## src/rtl/depuncture_sched_wifi.sv

```systemverilog
// Depuncturing scheduler for 802.11 convolutional code rates 1/2, 2/3 and 3/4.
// It re-inserts erasure slots into a punctured bit stream through a one-deep output register.
module depuncture_sched_wifi #(
  parameter int LEN_W = 12
) (
  input  logic             clk,
  input  logic             reset,
  input  logic             start,
  input  logic [1:0]       rate,
  input  logic [LEN_W-1:0] frame_len,
  input  logic             valid_in,
  input  logic             data_in,
  output logic             in_ready,
  output logic             valid_out,
  output logic             data_out,
  output logic             erase_out,
  input  logic             out_ready,
  output logic             busy,
  output logic             done,
  output logic             rate_err
);

  typedef enum logic [1:0] {
    IDLE  = 2'd0,
    RUN   = 2'd1,
    FLUSH = 2'd2,
    DRAIN = 2'd3
  } state_t;

  localparam logic [LEN_W-1:0] LEN_ZERO = {LEN_W{1'b0}};
  localparam logic [LEN_W-1:0] LEN_ONE  = {{(LEN_W-1){1'b0}}, 1'b1};

  state_t           state_r;
  logic [1:0]       rate_r;
  logic [LEN_W-1:0] len_r;
  logic [LEN_W-1:0] cnt_r;
  logic [2:0]       idx_r;

  logic can_load_s;
  logic slot_d_s;
  logic take_in_s;
  logic last_bit_s;

  // 1/2 = DD, 2/3 = DDDE, 3/4 = DDDEED
  function automatic logic slot_is_d(input logic [1:0] r, input logic [2:0] i);
    case (r)
      2'b00:   slot_is_d = 1'b1;
      2'b01:   slot_is_d = (i != 3'd3);
      2'b10:   slot_is_d = (i != 3'd3) && (i != 3'd4);
      default: slot_is_d = 1'b1;
    endcase
  endfunction

  function automatic logic [2:0] next_idx(input logic [1:0] r, input logic [2:0] i);
    logic [2:0] last;
    case (r)
      2'b00:   last = 3'd1;
      2'b01:   last = 3'd3;
      2'b10:   last = 3'd5;
      default: last = 3'd1;
    endcase
    next_idx = (i == last) ? 3'd0 : i + 3'd1;
  endfunction

  // Slot decode and input handshake
  always_comb begin
    can_load_s = !valid_out || out_ready;
    slot_d_s   = slot_is_d(rate_r, idx_r);
    in_ready   = (state_r == RUN) && slot_d_s && can_load_s;
    take_in_s  = valid_in && in_ready;
    last_bit_s = take_in_s && (cnt_r == (len_r - LEN_ONE));
    busy       = (state_r != IDLE);
  end

  // Frame sequencer with output register and status pulses
  always_ff @(posedge clk or posedge reset) begin
    if (reset) begin
      state_r   <= IDLE;
      rate_r    <= 2'b00;
      len_r     <= LEN_ZERO;
      cnt_r     <= LEN_ZERO;
      idx_r     <= 3'd0;
      valid_out <= 1'b0;
      data_out  <= 1'b0;
      erase_out <= 1'b0;
      done      <= 1'b0;
      rate_err  <= 1'b0;
    end else begin
      done     <= 1'b0;
      rate_err <= 1'b0;
      // A transferred beat empties the register unless a new slot loads below
      if (valid_out && out_ready) begin
        valid_out <= 1'b0;
      end
      case (state_r)
        IDLE: begin
          if (start) begin
            if (rate == 2'b11) begin
              rate_err <= 1'b1;
            end else begin
              rate_r  <= rate;
              len_r   <= frame_len;
              idx_r   <= 3'd0;
              cnt_r   <= LEN_ZERO;
              state_r <= (frame_len == LEN_ZERO) ? DRAIN : RUN;
            end
          end
        end
        RUN: begin
          if (take_in_s) begin
            valid_out <= 1'b1;
            data_out  <= data_in;
            erase_out <= 1'b0;
            idx_r     <= next_idx(rate_r, idx_r);
            cnt_r     <= cnt_r + LEN_ONE;
            if (last_bit_s) begin
              state_r <= FLUSH;
            end
          end else if (!slot_d_s && can_load_s) begin
            valid_out <= 1'b1;
            data_out  <= 1'b0;
            erase_out <= 1'b1;
            idx_r     <= next_idx(rate_r, idx_r);
          end
        end
        FLUSH: begin
          // Trailing erasures end at the next data slot (index 0 always is one)
          if (slot_d_s) begin
            state_r <= DRAIN;
          end else if (can_load_s) begin
            valid_out <= 1'b1;
            data_out  <= 1'b0;
            erase_out <= 1'b1;
            idx_r     <= next_idx(rate_r, idx_r);
          end
        end
        DRAIN: begin
          if (can_load_s) begin
            done    <= 1'b1;
            state_r <= IDLE;
          end
        end
        default: state_r <= IDLE;
      endcase
    end
  end

endmodule

```

## config.mk

```make
export PLATFORM = sky130hd
export DESIGN_NAME = depuncture_sched_wifi
export DESIGN_NICKNAME = d
export VERILOG_FILES = /design/src/rtl/depuncture_sched_wifi.sv
export SDC_FILE = /design/constraint.sdc
export NUM_CORES = 1
export LEC_CHECK = 0
export BUFFER_PORTS_ARGS = -buffer_cell sky130_fd_sc_hd__buf_2
export CORE_MARGIN = 5
export CORE_UTILIZATION = 63
export DETAILED_ROUTE_END_ITERATION = 10
export GPL_ROUTABILITY_DRIVEN = 0
export HOLD_SLACK_MARGIN = 0.15
export PLACE_DENSITY_LB_ADDON = 0.12
export SETUP_SLACK_MARGIN = 0.02
export SLEW_MARGIN = 30
export SYNTH_ARGS = -nofsm -noshare
export SYNTH_HDL_FRONTEND = slang
export SYNTH_SLANG_ARGS = --single-unit
export TNS_END_PERCENT = 10
```

## constraint.sdc

```tcl
create_clock -name clk -period 3.4 [get_ports clk]
set_input_delay 0.34 -clock clk [delete_from_list [all_inputs] [get_ports clk]]
set_output_delay 0.34 -clock clk [all_outputs]
set_load 0.1 [all_outputs]
```

## Word level (Yosys, flattened, before mapping)

Index checks and enable logic that the tools add are counted.

| operators by class | value |
|---|---|
| bitwise gates (word level) | 1 |
| add/sub/neg operators | 3 |
| reductions and logical operators | 21 |
| mux-type cells | 53 |
| equal/unequal tests | 21 |

Operators with widths:

| cell | count |
|---|---|
| $mux 3 | 17 |
| $mux 12 | 3 |
| $pmux 12 s2 | 1 |
| $mux 1 | 18 |
| $ne 2x2->1 const B | 8 |
| $mux 2 | 7 |
| $add 12x1->12 const B | 1 |
| $eq 12x12->1 | 1 |
| $logic_not 12->1 | 1 |
| $reduce_and 6->1 | 2 |
| $sub 12x1->12 const B | 1 |
| $eq 3x3->1 | 3 |
| $pmux 3 s3 | 1 |
| $eq 2x2->1 const B | 4 |
| $pmux 1 s2 | 4 |
| $pmux 2 s4 | 1 |
| $reduce_and 4->1 | 2 |
| $logic_and 1x1->1 | 7 |
| $ne 3x2->1 const B | 2 |
| $pmux 3 s2 | 1 |
| $reduce_bool 2->1 | 3 |
| $eq 2x1->1 const B | 2 |
| $add 3x1->3 const B | 1 |
| $ne 3x3->1 const B | 1 |
| 6 further kinds | 7 |

| storage, ports and cells | value |
|---|---|
| output and inout bits | 7 |
| register bits after elaboration | 36 |

## Logic depth before layout (Yosys ltp)

Gate-level depths: netlist of the first run.

| depth | value |
|---|---|
| word-level depth | 13 |
| mapped depth | 8 |
| gate-level depth less buffers | 8 |

## Least setup slack after synthesis of the first run

No wires, ideal clock.

| path | value |
|---|---|
| kind | register -> register |
| from | register state_r[0] |
| to | register state_r[1] |
| data arrival time | 2.574 ns |
| path slack | 0.701 ns |
| cell stages (with the launch flop) | 9 |
| buffers on the path | 0 |
| period minus slack after synthesis | 2.699 ns |
| required time | 3.275 ns |
| cell sequence | dfrtp_1 inv_1 ha_1 inv_1 a21oi_1 nor4_1 nand4_1 o31ai_4 mux2_4 |

| between the ends | value |
|---|---|
| longest elaborated chain between the ends | 7 |
| elaborated cells between the ends (all ways) | 16 |

RTL lines:

| what | RTL line | source |
|---|---|---|
| start: declaration | 33 | `state_t state_r;` |
| start signal: assignment | 105 | `state_r <= (frame_len == LEN_ZERO) ? DRAIN : RUN;` |
| $eq 2x1->1 | 69, 95 |  |
| $logic_and 1x1->1 (2 in series) | 69 | `in_ready = (state_r == RUN) && slot_d_s && can_load_s;` |
| $logic_and 1x1->1 | 70 | `take_in_s = valid_in && in_ready;` |
| $logic_and 1x1->1 | 71 | `last_bit_s = take_in_s && (cnt_r == (len_r - LEN_ONE));` |
| $ne 2x2->1 (no source line) | n/a |  |
| $reduce_and 6->1 (no source line) | n/a |  |

Parallel ways exist; a longest one is shown, timed or not.
A chain may end at the register's enable or synchronous reset.

## Worst setup path after layout of the first run

| path | value |
|---|---|
| from | register idx_r[1] |
| to | output in_ready |

| between the ends | value |
|---|---|
| longest elaborated chain between the ends | 5 |
| elaborated cells between the ends (all ways) | 6 |

RTL lines:

| what | RTL line | source |
|---|---|---|
| start: declaration | 37 | `logic [2:0] idx_r;` |
| start signal: assignment | 114 | `idx_r <= next_idx(rate_r, idx_r);` |
| start signal: assignment | 123 | `idx_r <= next_idx(rate_r, idx_r);` |
| start signal: assignment | 134 | `idx_r <= next_idx(rate_r, idx_r);` |
| $ne 3x2->1 or $ne 3x3->1 (tied branches) | 48, 49 |  |
| $logic_and 1x1->1 | 49 | `2'b10: slot_is_d = (i != 3'd3) && (i != 3'd4);` |
| $pmux 1 s2 * | 46 | `case (r)` |
| $logic_and 1x1->1 * (2 in series) | 69 |  |
| end: declaration | 13 | `output logic in_ready,` |

Mark *: on every way between the ends. The rest lies on a longest branch, timed or not.

==> results of run 1 <==
==> worst min-delay path by stage <==
stage	end	depth (start not counted)
detailed placement	erase_out$_DFFE_PP0P_	1
global placement	erase_out$_DFFE_PP0P_	1
global route	data_out$_DFFE_PP0P_	2
floorplan	data_out$_DFFE_PP0P_	1
CTS	cnt_r[6]$_DFFE_PP0P_	2
finish	cnt_r[0]$_DFFE_PP0P_	2
==> cell families after synthesis <==
logic type	after synthesis	synth area share (%)
AOI/OAI and AO/OA	37	11.67
xor gates and xnor gates	20	7.634
adders and majority gates	13	7.089
buffers and inverters	21	3.435
DFF	36	39.26
muxes	19	9.215
and+or+nand+nor	92	21.70
==> power groups by stage <==
stage / clock (W) / sequential [W] / combinational (W)
3_3_place_gp: 0 / 0.000771 / 0.00129
6_report: 0.000321 / 0.000775 / 0.00132
5_1_grt: 0.000352 / 0.000798 / 0.00144
3_5_place_dp: 0 / 0.000779 / 0.00131
4_1_cts: 0.000333 / 0.000772 / 0.00132
2_1_floorplan: 0 / 0.000849 / 0.000978
==> stage by stage <==
| step | setup WS (ps) | cell area, um^2 | utilization [%] | power, W |
|---|---|---|---|---|
| finish | 926.2 | 2592 | 71.89 | 0.002412 |
| CTS | 932.4 | 2592 | 71.89 | 0.002424 |
| global placement | 997.8 | 2496 | 69.22 | 0.002062 |
| global route | 754.1 | 2592 | 71.89 | 0.002587 |
| floorplan | 700.8 | 2295 | - | 0.001827 |
| detailed placement | 976.5 | 2496 | 69.22 | 0.002092 |
==> registers in the layout, summed over array words and instances (netlist names) <==
register	flops
idx_r	3
valid_out	1
len_r	12
done	1
data_out	1
erase_out	1
rate_err	1
rate_r	2
cnt_r	12
state_r	2
==> placed cells by master, fill, tap and decap left out, types with 11 or more instances in the layout <==
master,n
a21oi_1,12
buf_2,26
dfrtp_1,36
ha_1,13
inv_1,18
mux2_2,13
nand2_1,17
nor2_1,21
o21ai_0,11
xnor2_1,13
==> critical path: cells and delay by family (launching register included) <==
| family | cells | cell delay (ps) |
|---|---|---|
| buffers and inverters | 2 | 330 |
| adders and majority gates | 2 | 330 |
| and+or+nand+nor | 2 | 330 |
| DFF | 1 | 380 |
| AOI/OAI and AO/OA | 1 | 480 |
==> final cells by class <==
cell class	count	area [um^2]	area share, %
multi-input cells	181	1315	50.72
flip-flops and latches	36	900.9	34.75
repair buffers	29	152.6	5.888
clock buffers	7	96.34	3.716
inverters	18	67.56	2.606
well taps	48	60.06	2.317
==> cell usage after synthesis (2+ instances only) <==
cell / count / area [um^2]
nand4b_1: 2 / 17.52
mux2_2: 13 / 146.4
nand2_1: 17 / 63.81
clkbuf_1: 2 / 7.510
dfrtp_1: 36 / 900.9
inv_1: 18 / 67.56
ha_1: 13 / 162.7
nand3_1: 10 / 50.05
nor2_1: 21 / 78.83
nor3b_1: 3 / 22.52
mux2i_1: 5 / 50.05
xnor2_1: 13 / 113.9
nor3_1: 3 / 15.01
nor4_1: 5 / 31.28
nor2b_1: 2 / 12.51
and2_1: 3 / 18.77
o21ai_0: 11 / 55.05
xor2_1: 7 / 61.31
and3_1: 2 / 12.51
or3_1: 10 / 62.56
a21oi_1: 12 / 60.06
nand2b_1: 4 / 25.02
nand4_1: 5 / 31.28
==> per-layer routing <==
layer | vias to the layer above | track usage [%] | share of wire [%]
met5 | - | 0 | 0
met4 | 0 | 5.745 | 0.92
met3 | 4 | 5.036 | 3.8
met2 | 32 | 30.04 | 46
met1 | 868 | 28.48 | 49
li1 | 906 | - | -
==> results.md, run 1 <==
- The flow ran to the end, and the final reports show no timing, DRC or antenna violations.
- The type of the worst min-delay path is input port to async pin.
- The worst-case reg-to-reg path depth is 8.
- The synthesized net count is 271.
- The first global-routing pass estimated a little under 8000 um of wire.
- In this run switching power makes up 47.44% of total power.
- The worst slew margin relative to its limit is between 40% and 50%.
- Cells with a size suffix above 1 make up 21.77% of the layout.
- In this run the critical register-to-register path is launched from idx_r[0]$_DFFE_PP0P_.
- The number of antenna violations at the first check in global routing is 0.
- Across all layers, the routed design uses approximately 1800 vias.
- The mean number of vias per cell is 5.674.
- Setup repair after global routing left no endpoint under its margin.
- In this run, post-CTS hold repair placed 0 buffers.
- Internal power comes to ~0.0013 W.
- The clock period minus final worst setup slack is 2474 ps.
- The CTS tree is done.
- The required time at the endpoint of the critical path is between 3000 and 4000 ps.
- Global routing finished with a remaining overflow of 0.
- In this run the standard cell core region covers around 3600 um^2.
- Yosys printed 0 warnings.
- Among all flip-flop cells after synthesis, the most frequent one is dfrtp_1.
- The source of the critical timing path is idx_r[1]$_DFFE_PP0P_.
- On the final layout, the worst clock skew is roughly 7 ps.
- The via count of the first global-routing pass was 1710.
- The worst ir drop on vdd is 0.5305 mV.
- At the later pin of the worst-skew pair, clock insertion delay measures 280 ps.
- Traced cell by cell, the critical path runs through ha_1 -> ha_1 -> inv_1 -> a221oi_2 -> nor2_1 -> and2_1 -> buf_2.
- For this run, the slowest stage of the critical path takes between 400 and 500 ps.
- The cell count after synthesis came out at ~240.
- Hold timing on the final database bottoms out at a slack of around 220 ps.
- The power share of the sequential group is between 30 and 40%.
- In the global route stage, overall resource usage came out at 20.02%.
- The total routed wirelength is 4758 um.
- The fraction of power consumed by combinational cells is 54.5%.
- The portion of total power attributed to the clock network is 13.3%.
- The number of buffers added by the clock tree synthesis step is 5.
- STA classifies the critical path endpoint as an output port.
- In this run the worst path has a maximum fanout of 6.
- The sort of element at the start of the critical path is a register.
- The leakage dissipation is roughly 1.1 nW.
- The first-pass iteration count of the detailed router is 4.
- The DRC violations left is 0.
- Entering global routing, the biggest net connects 23 pins.
- After clock tree synthesis, the clock-pin slew on the worst setup and hold paths is 70 ps.
- The maximum root-to-sink buffer count is 2.
- The H-tree level count is 2.
- Dividing the final minimum period by the clock period gives between 70 and 80%.
- The area of the die is 4949 um^2.
- The count of input and output buffers is 26.
- The slowest stage of the critical path belongs to the cell a221oi_2.
- Measured along the y axis, the die boundary spans around 70 um.
- Following the worst setup path forward leads to its endpoint at in_ready.
- After synthesis the netlist holds a flip-flop and latch count of 36.
- The area added between synthesis and finish is 12.98%.
- The half-perimeter wire length of the detailed placement result is roughly 3700 um.
- The effective utilization at floorplan is around 64%.
- After detailed placement, the design holds a cell count of approximately 310.
- The number of different library cells in the post-synthesis netlist is 44.
- For this run, the post-layout net count is 304.
- Power spread over the standard cell area amounts to around 930 nW/um^2.
- The antenna diode count is 0.
- The endpoint identified for the worst register-to-register timing path is cnt_r[11]$_DFFE_PP0P_.
- For the final routed database, the setup TNS stands at 0 ps.
- After clock tree synthesis, the repair step resized 0 gates.
- The slew at the pin with the worst max-slew slack is 848.2 ps.
- Setup slack on the worst reg-to-reg path comes out at approximately 940 ps.
- Sequential elements use just under 40% of the synthesized area.
- Once layout is complete, the cells apart from fillers number 319.
- Dividing the detail-routed wire length by the instance count gives roughly 15 um.
- The max-slew violation count is 0.
- The count of max-cap constraint violations is 0.
- The fill cell instance count of the final layout is about 290.
- The synthesized area divided by synthesized cell count is 9.642 um^2.
- The count of final hold-check violations is 0.
- The achievable clock frequency is 404.2 MHz.
- Setup violations remaining at the end of the flow were counted as 0.
- The fraction of registers with async set/reset is between 90% and 100%.
- The DRC marker count from the first detailed-route iteration is 106.
- In this run the post-CTS setup repair buffer count came out at 0.
- The count of nets left with antenna violations after detail routing is 0.
- The worst setup path is of the register to output port kind.
- For this design the total switching power over the nets is around 0.0011 W.
- The total standard cell area after synthesis is between 2000 and 2500 um^2.
- The total clock sinks is 36.
- The standard-cell row count is 22.
- The die width is 70.35 um.
- In this run the count of I/O pins placed on the die edge is 27.
- The data arrival time of the critical path is between 2000 and 2500 ps.
- Counting flops with a built-in enable in the synthesized netlist gives 0.
- The cell repeated most along the worst path is ha_1.
- The root buffer cell chosen for the clock tree is clkbuf_8.
No activity file was read; power rests on OpenSTA's default activity.
==> inputs of run 2 (changes only) <==
--- a/config.mk
+++ b/config.mk
@@ -7,7 +7,7 @@
 export LEC_CHECK = 0
 export BUFFER_PORTS_ARGS = -buffer_cell sky130_fd_sc_hd__buf_2
 export CORE_MARGIN = 5
-export CORE_UTILIZATION = 63
+export CORE_UTILIZATION = 52
 export DETAILED_ROUTE_END_ITERATION = 10
 export GPL_ROUTABILITY_DRIVEN = 0
 export HOLD_SLACK_MARGIN = 0.15
==> constraint.sdc (replaced) <==
create_clock -name clk -period 2.02 [get_ports clk]
set_input_delay 0.202 -clock clk [delete_from_list [all_inputs] [get_ports clk]]
set_output_delay 0.202 -clock clk [all_outputs]
set_load 0.1 [all_outputs]
==> results.md, run 2 (same netlist as run 1, synthesis figures left out) <==
- The flow ran to the end, but the final reports show violations.
- The checks that failed: negative setup slack.
- The area of the die is 5842 um^2 (+18%).
- The DRC marker count from the first detailed-route iteration is 115 (+8.5%).
- The count of final hold-check violations is 0 (unchanged).
- TritonCTS built the clock tree.
- The cell family contributing the most delay on the critical path is compound AO/OA/AOI/OAI gates.
- The overall overflow remaining after global route was 0 (unchanged).
- The count of buffer and inverter cells on the critical path is 3 (+1).
- The leakage dissipation is 1.328 nW (+16%).
- The antenna diode count is 0 (unchanged).
- The largest registers in the layout are cnt_r x12, len_r x12, idx_r x3.
- The effective utilization at floorplan is 53.07% (-11 points).
- The min-delay analysis places its worst path in the category input port to register.
- The max-slew violation count was 0 (unchanged).
- The total design power was 0.004942 W (+100%).
- The worst slew margin relative to its limit came to 63.54% (+20 points).
- The maximum cell stage delay along the critical path is 440 ps (-40 ps).
- The achievable clock frequency is 450.1 MHz.
- The fill cell instance count of the final layout is 339 (+16%).
- The number of failing setup endpoints in the final timing report came to 12 (+12).
- The portion of total power attributed to the clock network is 9.9% (-3.4 points).
- The H-tree level count is 2 (unchanged).
- The routed length on met2 came to 2610 um (+18%).
- The number of buffers added by the clock tree synthesis step is 5 (unchanged).
- Subtracting the final worst setup slack from the clock period gives around 2200 ps.
- The power density relative to cell area is 1620 nW/um^2 (+74%).
- The first-pass iteration count of the detailed router is 4 (unchanged).
- The maximum fanout along the worst path came to 4 (-2).
- The die width is 76.43 um (+8.6%).
- The fraction of power consumed by combinational cells is 65.4% (+11 points).
- The mean number of vias per cell came to 5.499 (-3.1%).
- The power share of the sequential group is 24.7% (-7.4 points).
- The via count is 1985 (+9.7%).
- The total number of nets in the final design is 342 (+13%).
- The clock insertion delay at the later pin of the skew report came to 290 ps (about the same).
- The most frequent standard cell in the layout excluding fill and tap cells is buf_4.
- The number of antenna violations at the first check in global routing is 0 (unchanged).
- The clock tree root driver cell is clkbuf_8.
- The worst ir drop on vdd was 1.396 mV (+160%).
- The startpoint-to-endpoint class of the critical path is register to output port.
- The total routed wirelength came to 5521 um (+16%).
- The count of max-cap constraint violations is 0 (unchanged).
- The routed wire length per instance was 15.29 um (+2.5%).
- The data arrival time of the critical path is 2020 ps (-110 ps).
- The half-perimeter wire length of the detailed placement result is 4204 um (+13%).
- The DRC violations left is 0 (unchanged).
- The total clock sinks is 36 (unchanged).
- The first-pass GRT wire length is 9563 um (+21%).
- The area growth from synthesis to layout is 32.93%.
- Setup repair after global routing could not meet its margin everywhere.
- The highest layer touched by signal routing is met4.
- The fraction of layout instances using a drive strength above 1 is 38.51% (+17 points).
- The wire length the detailed router placed on met1 is 2585 um (+11%).
- The worst setup path is captured at an output port.
- The floorplan core area is 4324 um^2 (+20%).
- The worst hold-check slack is 159.1 ps (-61.52 ps).
- The clock edge transition at the registers on the reported setup and hold paths is 70 ps (about the same).
- The final design area excluding fillers came to 3050 um^2 (+18%).
- The final sum of negative setup slack is -951.2 ps (-951.2 ps).
- The placed standard-cell area was 2803 um^2 (+12%).
- The top cell types in the final layout, fill and taps aside, are 37 x buf_4, 32 x dfrtp_1, 25 x buf_2.
- The count of nets left with antenna violations after detail routing was 0 (unchanged).
- The count of input and output buffers is 26 (unchanged).
- The die span in y is 76.43 um (+8.6%).
- The global-route total usage across every layer came to 19.95% (-0.079 points).
- The largest individual stage delay along the critical path comes from the cell a221oi_4.
- The worst path setup slack after routing is -202.0 ps (-1128 ps).
- The largest net degree at the start of global routing came to 37 (+61%).
- The final critical path takes up 110.0% of the cycle.
- The net switching share of the total power is 45.65% (-1.8 points).
- The sort of element at the start of the critical path is a register.
- The required time at the endpoint of the critical path is 1820 ps (-1240 ps).
- The internal cell power is 0.002686 W (+110%).
- The standard-cell row count is 24 (+9.1%).
- The maximum root-to-sink buffer count is 2 (unchanged).
- The slew at the pin with the worst max-slew slack was 542.0 ps (-306.2 ps).
- The met3 wire length is 233 um (+28%).
- The fraction of the core area covered by cells at the end of the flow is 70.54% (-1.4 points).
- Traced cell by cell, the critical path runs through ha_4 -> ha_4 -> inv_2 -> a221oi_4 -> buf_6 -> nor2_2 -> and2_4 -> buf_12.
- The cell repeated most along the worst path is ha_4.
- The switching power is 0.002256 W (+97%).
- The count of pins on the block boundary was 27 (unchanged).
- The via count of the first global-routing pass is 2042 (+19%).
- The clock skew after layout is 4.551 ps (-2.418 ps).
## run 2: per-layer routing
layer / vias up / GRT usage [%]
met1: 951 / 26.69
met5: - / 0
met3: 9 / 3.783
li1: 983 / -
met4: 0 / 6.818
met2: 42 / 32.19
## run 2: timing repair
| item | 4_1_cts | 5_1_grt |
|---|---|---|
| hold endpoints to repair | 37 | 1 |
| buffers inserted | 1 | 0 |
| hold buffers | 2 | 1 |
| setup endpoints to repair | 12 | 18 |
| pin swaps | 10 | 2 |
| gates resized for setup | 22 | 7 |
## run 2: worst paths after layout
| path | from | to | slack, ps | cells after the start |
|---|---|---|---|---|
| setup / recovery | idx_r[0]$_DFFE_PP0P_ | in_ready | -200 | 8 |
| hold / removal | frame_len[4] | len_r[4]$_DFFE_PP0P_ | 160 | 2 |
| setup reg to reg | len_r[3]$_DFFE_PP0P_ | state_r[1]$_DFFE_PP0P_ | -200 | 6 |
| hold reg to reg | erase_out$_DFFE_PP0P_ | erase_out$_DFFE_PP0P_ | 510 | 1 |
| max in group asynchronous | reset | len_r[3]$_DFFE_PP0P_ | 1080 | 4 |
| min in group asynchronous | reset | len_r[8]$_DFFE_PP0P_ | 570 | 4 |
## run 2: cell type report
class                   instances  area, um^2  area share [%]
clock buffers                   6       72.57           2.379
well taps                      52       65.06           2.133
clock inverters                 1       5.005          0.1641
repair buffers                 67       464.2           15.22
inverters                      18       71.32           2.338
multi-input cells             181        1466           48.07
flip-flops and latches         36       905.9           29.70
## run 2: power by group through the flow
stage / logic [W] / registers, W / clock network, W
3_5_place_dp: 0.00294 / 0.00121 / 0
6_report: 0.00323 / 0.00122 / 0.000487
4_1_cts: 0.00318 / 0.00121 / 0.000503
3_3_place_gp: 0.00289 / 0.00120 / 0
2_1_floorplan: 0.00174 / 0.00145 / 0
5_1_grt: 0.00349 / 0.00126 / 0.000548
## run 2: metrics by stage
step / setup WS, ps / std cells
3_5_place_dp: -447.8 / 350
5_1_grt: -278.3 / 361
4_1_cts: -202.1 / 360
6_report: -202.0 / 361
3_3_place_gp: -393.1 / 350
2_1_floorplan: -174.8 / 238
